**src/rtl/dbus_uart_pkg.sv**
```systemverilog
// Shared register map, STATUS bit layout and serializer state type
// for the data-bus UART transmitter.
package dbus_uart_pkg;

  localparam logic [1:0] REG_DATA   = 2'd0;
  localparam logic [1:0] REG_STATUS = 2'd1;
  localparam logic [1:0] REG_CTRL   = 2'd2;

  localparam int STAT_FULL    = 0;
  localparam int STAT_EMPTY   = 1;
  localparam int STAT_BUSY    = 2;
  localparam int STAT_OVF     = 3;
  localparam int STAT_CNT_LSB = 8;

  typedef enum logic [1:0] {
    IDLE,
    START,
    DATA,
    STOP
  } tx_state_t;

endpackage

```
**src/rtl/uart_fifo.sv**
```systemverilog
// Byte FIFO feeding the UART serializer; pointers carry an extra
// wrap bit so full and empty are distinguished without a counter.
module uart_fifo #(
  parameter int DEPTH = 16,
  localparam int AW = $clog2(DEPTH)
) (
  input  logic          clk,
  input  logic          reset,
  input  logic          push_i,
  input  logic [7:0]    din_i,
  input  logic          pop_i,
  output logic [7:0]    dout_o,
  output logic          full_o,
  output logic          empty_o,
  output logic [AW:0]   count_o
);

  logic [7:0]  mem_q [DEPTH];
  logic [AW:0] wr_q, wr_d;
  logic [AW:0] rd_q, rd_d;
  logic        do_push;
  logic        do_pop;

  assign empty_o = (wr_q == rd_q);
  assign full_o  = (wr_q[AW] != rd_q[AW]) &&
                   (wr_q[AW-1:0] == rd_q[AW-1:0]);
  assign count_o = wr_q - rd_q;
  assign dout_o  = mem_q[rd_q[AW-1:0]];

  // a pop in the same cycle frees the slot a full push needs
  assign do_pop  = pop_i && !empty_o;
  assign do_push = push_i && (!full_o || do_pop);

  always_comb begin
    wr_d = wr_q;
    rd_d = rd_q;
    if (do_push) wr_d = wr_q + 1'b1;
    if (do_pop)  rd_d = rd_q + 1'b1;
  end

  always_ff @(posedge clk or posedge reset) begin
    if (reset) begin
      wr_q <= '0;
      rd_q <= '0;
    end else begin
      wr_q <= wr_d;
      rd_q <= rd_d;
    end
  end

  always_ff @(posedge clk) begin
    if (do_push) mem_q[wr_q[AW-1:0]] <= din_i;
  end

endmodule

```
**src/rtl/dbus_uart_tx.sv**
```systemverilog
// Data-bus UART transmitter: register decode, transmit FIFO and an
// 8N1 serializer with back-to-back frame chaining.
module dbus_uart_tx
  import dbus_uart_pkg::*;
#(
  parameter int CLKS_PER_BIT = 868,
  parameter int FIFO_DEPTH   = 16
) (
  input  logic        clk,
  input  logic        reset,
  input  logic        sel,
  input  logic [1:0]  adr,
  input  logic [15:0] dat_o,
  input  logic        we,
  input  logic        re,
  output logic [15:0] dat_i,
  output logic        txd,
  output logic        irq
);

  localparam int AW = $clog2(FIFO_DEPTH);
  localparam int CW = $clog2(CLKS_PER_BIT);
  localparam logic [CW-1:0] BAUD_LAST = CW'(CLKS_PER_BIT - 1);

  tx_state_t     state_q, state_d;
  logic [CW-1:0] baud_q, baud_d;
  logic [2:0]    bit_q, bit_d;
  logic [7:0]    shift_q, shift_d;
  logic [15:0]   dat_q, dat_d;
  logic          ie_q, ie_d;
  logic          ovf_q, ovf_d;
  logic          irq_q, irq_d;
  logic          txd_c;

  logic          wr_acc, rd_acc;
  logic          fifo_push, fifo_pop;
  logic [7:0]    fifo_dout;
  logic          fifo_full, fifo_empty;
  logic [AW:0]   fifo_count;
  logic          baud_done;
  logic          busy;
  logic [15:0]   status;

  uart_fifo #(
    .DEPTH (FIFO_DEPTH)
  ) u_fifo (
    .clk     (clk),
    .reset   (reset),
    .push_i  (fifo_push),
    .din_i   (dat_o[7:0]),
    .pop_i   (fifo_pop),
    .dout_o  (fifo_dout),
    .full_o  (fifo_full),
    .empty_o (fifo_empty),
    .count_o (fifo_count)
  );

  // a simultaneous write and read is treated as a write only
  assign wr_acc    = sel && we;
  assign rd_acc    = sel && re && !we;
  assign fifo_push = wr_acc && (adr == REG_DATA);
  assign busy      = (state_q != IDLE);
  assign baud_done = (baud_q == BAUD_LAST);

  always_comb begin
    status                       = '0;
    status[STAT_FULL]            = fifo_full;
    status[STAT_EMPTY]           = fifo_empty;
    status[STAT_BUSY]            = busy;
    status[STAT_OVF]             = ovf_q;
    status[STAT_CNT_LSB +: 8]    = 8'(fifo_count);
  end

  always_comb begin
    dat_d = dat_q;
    ie_d  = ie_q;
    ovf_d = ovf_q;
    if (rd_acc) begin
      unique case (adr)
        REG_STATUS: dat_d = status;
        REG_CTRL:   dat_d = {15'd0, ie_q};
        default:    dat_d = '0;
      endcase
    end
    if (wr_acc && adr == REG_CTRL) ie_d = dat_o[0];
    if (rd_acc && adr == REG_STATUS) ovf_d = 1'b0;
    // a dropped push wins over the clear-on-read
    if (fifo_push && fifo_full && !fifo_pop) ovf_d = 1'b1;
    irq_d = ie_q && fifo_empty && !busy;
  end

  always_comb begin
    state_d  = state_q;
    baud_d   = baud_q;
    bit_d    = bit_q;
    shift_d  = shift_q;
    fifo_pop = 1'b0;
    txd_c    = 1'b1;
    unique case (state_q)
      IDLE: begin
        if (!fifo_empty) begin
          fifo_pop = 1'b1;
          shift_d  = fifo_dout;
          baud_d   = '0;
          state_d  = START;
        end
      end
      START: begin
        txd_c = 1'b0;
        if (baud_done) begin
          baud_d  = '0;
          bit_d   = '0;
          state_d = DATA;
        end else begin
          baud_d = baud_q + 1'b1;
        end
      end
      DATA: begin
        txd_c = shift_q[bit_q];
        if (baud_done) begin
          baud_d = '0;
          bit_d  = bit_q + 1'b1;
          if (bit_q == 3'd7) state_d = STOP;
        end else begin
          baud_d = baud_q + 1'b1;
        end
      end
      STOP: begin
        if (baud_done) begin
          baud_d = '0;
          if (!fifo_empty) begin
            fifo_pop = 1'b1;
            shift_d  = fifo_dout;
            state_d  = START;
          end else begin
            state_d = IDLE;
          end
        end else begin
          baud_d = baud_q + 1'b1;
        end
      end
      default: state_d = IDLE;
    endcase
  end

  always_ff @(posedge clk or posedge reset) begin
    if (reset) begin
      state_q <= IDLE;
      baud_q  <= '0;
      bit_q   <= '0;
      shift_q <= '0;
      dat_q   <= '0;
      ie_q    <= 1'b0;
      ovf_q   <= 1'b0;
      irq_q   <= 1'b0;
    end else begin
      state_q <= state_d;
      baud_q  <= baud_d;
      bit_q   <= bit_d;
      shift_q <= shift_d;
      dat_q   <= dat_d;
      ie_q    <= ie_d;
      ovf_q   <= ovf_d;
      irq_q   <= irq_d;
    end
  end

  // decoded from state so reset drives the line high without a clock
  assign txd   = txd_c;
  assign dat_i = dat_q;
  assign irq   = irq_q;

endmodule

```
**config.mk**
```make
export PLATFORM = sky130hd
export DESIGN_NAME = dbus_uart_tx
export DESIGN_NICKNAME = d
export VERILOG_FILES = /design/src/rtl/dbus_uart_pkg.sv /design/src/rtl/uart_fifo.sv /design/src/rtl/dbus_uart_tx.sv
export SDC_FILE = /design/constraint.sdc
export NUM_CORES = 1
export LEC_CHECK = 0
export ABC_AREA = 1
export BUFFER_PORTS_ARGS = -buffer_cell sky130_fd_sc_hd__buf_4
export CAP_MARGIN = 20
export CORE_AREA = 2 2 123 125
export CTS_BUF_LIST = sky130_fd_sc_hd__clkbuf_4 sky130_fd_sc_hd__clkbuf_8 sky130_fd_sc_hd__clkbuf_16
export CTS_CLUSTER_SIZE = 25
export DETAILED_ROUTE_END_ITERATION = 10
export DIE_AREA = 0 0 125 127
export PLACE_DENSITY = 0.77
export SLEW_MARGIN = 10
export SYNTH_ARGS = -nofsm -noshare
export SYNTH_HDL_FRONTEND = slang
export SYNTH_SLANG_ARGS = --single-unit
```
**constraint.sdc**
```tcl
create_clock -name clk -period 3.35 [get_ports clk]
set_clock_uncertainty 0.15 [all_clocks]
set_input_delay 0.8375 -clock clk [delete_from_list [all_inputs] [get_ports clk]]
set_output_delay 0.8375 -clock clk [all_outputs]
set_load 0.005 [all_outputs]
```
==> impl_results.md <==
* Starting Density at 0.5404
* Synth warn at 0
* Initial antenna violation count at 0
* Synth area leader: edfxtp_1
* Multi-input gate area at 0.002501 mm²
* Primary FF master, synth: edfxtp_1
* DRC errors left at 0
* Worst min path class: reg -> reg
* Layout cell share with drive strength beyond 1 at 0.1266
* Largest cells by area after synthesis: edfxtp_1, dfrtp_1, nor2_1
* CP peak stage delay at 480 ps
* Max-slew violations at 0
* F_max at 0.3442 GHz
* Cell Chain, Critical Path: ha_1 -> nand2_1 -> nor2_2 -> nand2_2 -> nand2_1 -> o21ai_4 -> nand2_4 -> nand2_4 -> nand2_4 -> nor2_2
* Crit path DAT at 2810 ps
* Status: complete, no violations
* First-pass GRT wire length at 26.57 mm
* Seq. cell area at 0.004971 mm²
* Setup CP Type: reg -> reg
* Final wirelength at 16.54 mm
* GRT Total Usage at 0.2132
* Maxcap violations at 0
* Sequential fraction of the synthesis area at 0.6376
* Post-layout util at 0.6009
* Period utilisation layout at 0.8672
* Deepest clock path buffer count at 2
* EDFF count, synth at 128
* Synth-to-Final Area Change at 11.19%
* Crit path capture type: flop
* TritonCTS buffer count at 17
* Worst slew pin tran at 888.9 ps
* Register bit total from synthesis at 173
* Final setup margin at 444.7 ps
* Lkg Pwr at 0.003302 µW
* RSZ-0062 raised after global routing: false
* Root buffer cell: clkbuf_16
* Final setup viols at 0
* Reg-to-Reg Start: u_fifo.wr_q[2]
* Reg-to-Reg End: u_fifo.mem_q[15][3]
* Hold-fix buffers, CTS at 0
* Clock Sinks at 173
* H-tree depth at 4
* Setup Fix Bufs, Post-CTS at 0
* Pre-CTS setup slack at 449.4 ps
* Final Hold Vio Count at 0
* Rel. slew slack at 0.4037
* RePlAce Congestion at 0.8124
* Buffers on Ports at 25
* Synth unique cells at 40
* Critical-path maximum fanout at 21
* WP data required at 3260 ps
* Reg2reg setup slack at 440 ps
* I/O pin cnt at 41
* Cell Pwr Density at 779.7 mW/mm²
* Most common cell in the netlist: edfxtp_1
* Cell count after synthesis at 727
* Filler cells at 1,160
* Post-route minimum period at 2905 ps
* Remaining Overflow, GRT at 0
* Clk_lat worst skew at 420 ps
* Top cells by count, synth: edfxtp_1, nor2_1, nand2_1
* Die width at 125 µm
* R2r worst-path depth at 10
* Number of global-route vias before repair at 5,298
* Startpoint Class: flop
* DP HPWL at 10.86 mm
* Async set-reset flop share out of synthesis at 0.2601
* Clock transition at the registers of the reported paths at 60 ps
* Placed Area at 0.008138 mm²
* Nets@finish at 797
* DIE AREA at 0.01588 mm²
* Post-route cell area at 0.008667 mm²
* Setup TNS at 0 ps
* Crit. Startpoint: u_fifo.wr_q[2]
* CTS tree: yes
* Via count at 5,398
* Hold depth at 2
* Crit path max-delay cell type: dfrtp_1
* Resize count post-CTS at 0
* Hold path start: dat_i[2]
* Iter 0 DRT Violations at 486
* Via-to-Cell Ratio at 5.682
* Drt pass-1 iters at 5
* # diodes at 0
* Peak VDD IR at 0.4235 mV
* Average size of a mapped cell at 10.72 µm²
* Drt wl/cell at 17.41 µm
* Worst Hold Path EP: dat_i[2]
* Largest net degree at the start of global routing at 68
* Synth top area share at 0.4931
* Rows at 44
* ANT nets after route at 0
* Core Area at 0.01442 mm²
* Mapped Area at 0.007795 mm²
* Die Y at 127 µm
* Worst path most repeated cell: nand2_4
[logic make-up (layout without fill, tap and decap cells)]
group | after synthesis | count (layout) | share of synthesized area
AO/OA/AOI/OAI | 153 | 153 | 0.1112
AND/OR/NAND/NOR | 289 | 289 | 0.1592
flip-flops | 173 | 173 | 0.6376
other | 1 | 7 | 0.0004811
XOR/XNOR | 11 | 11 | 0.01236
adder cells (fa/ha/maj) | 21 | 21 | 0.03467
buffers and inverters | 79 | 112 | 0.04446
[placed cells by master (no fill, tap or decap), types with 4 or more instances in the layout]
cell        instances
clkinv_1            6
ha_1               20
clkbuf_16          17
o211ai_1           19
nand3_1            29
a21oi_1            23
clkinvlp_4          4
o22ai_1            16
dfrtp_1            44
buf_4              36
nand2_1           105
nor2_1            120
nor2_2             18
conb_1              7
o21ai_0            85
inv_1              37
edfxtp_1          128
xor2_1             10
[layout make-up]
class,instances,area share
Sequential cell,173,0.5736
Multi-Input combinational cell,481,0.2886
Clock buffer,18,0.04995
Timing Repair Buffer,36,0.03118
Tap cell,184,0.02656
Inverter,44,0.01906
Clock inverter,14,0.01112
[power breakdown]
| group | switching, µW | internal, µW |
|---|---|---|
| Sequential | 116 | 2480 |
| Combinational | 1590 | 819 |
| Clock | 808 | 953 |
[worst max-delay path by stage]
stage	endpoint	slack [ps]	cells after the start
floorplan	u_fifo.mem_q[15][0]	570	13
global placement	u_fifo.mem_q[15][6]	560	10
detailed placement	u_fifo.mem_q[4][0]	450	10
CTS	u_fifo.mem_q[4][3]	440	10
global route	u_fifo.mem_q[15][3]	270	10
finish	u_fifo.mem_q[15][3]	440	10
[sequential cells by signal (all words and copies together) (netlist names)]
register	cells
u_fifo.mem_q	128
shift_q	8
state_q	2
bit_q	3
dat_i	9
baud_q	10
ovf_q	1
u_fifo.rd_q	5
ie_q	1
irq	1
u_fifo.wr_q	5
[per-layer routing]
metal,global-route usage,up-vias,part of all wire
met2,0.3405,187,0.48
li1,-,2551,-
met4,0.07974,0,0.020
met1,0.2895,2638,0.44
met3,0.04899,22,0.059
met5,0,-,0
[per-stage QoR]
step	cells	total power, µW	hold WS (ps)
2_1_floorplan	733	4324	313.3
3_3_place_gp	918	4905	321.0
3_5_place_dp	918	5009	324.5
4_1_cts	950	6770	340.5
5_1_grt	950	7193	365.5
6_report	950	6758	335.9
[worst max-delay path: cells and delay by family (launching register included)]
kind	cells	cell delay (ps)
AOI/OAI and AO/OA	1	210
DFF	1	480
and+or+nand+nor	8	1300
adders and majority gates	1	390
No activity file was read; power rests on OpenSTA's default activity.
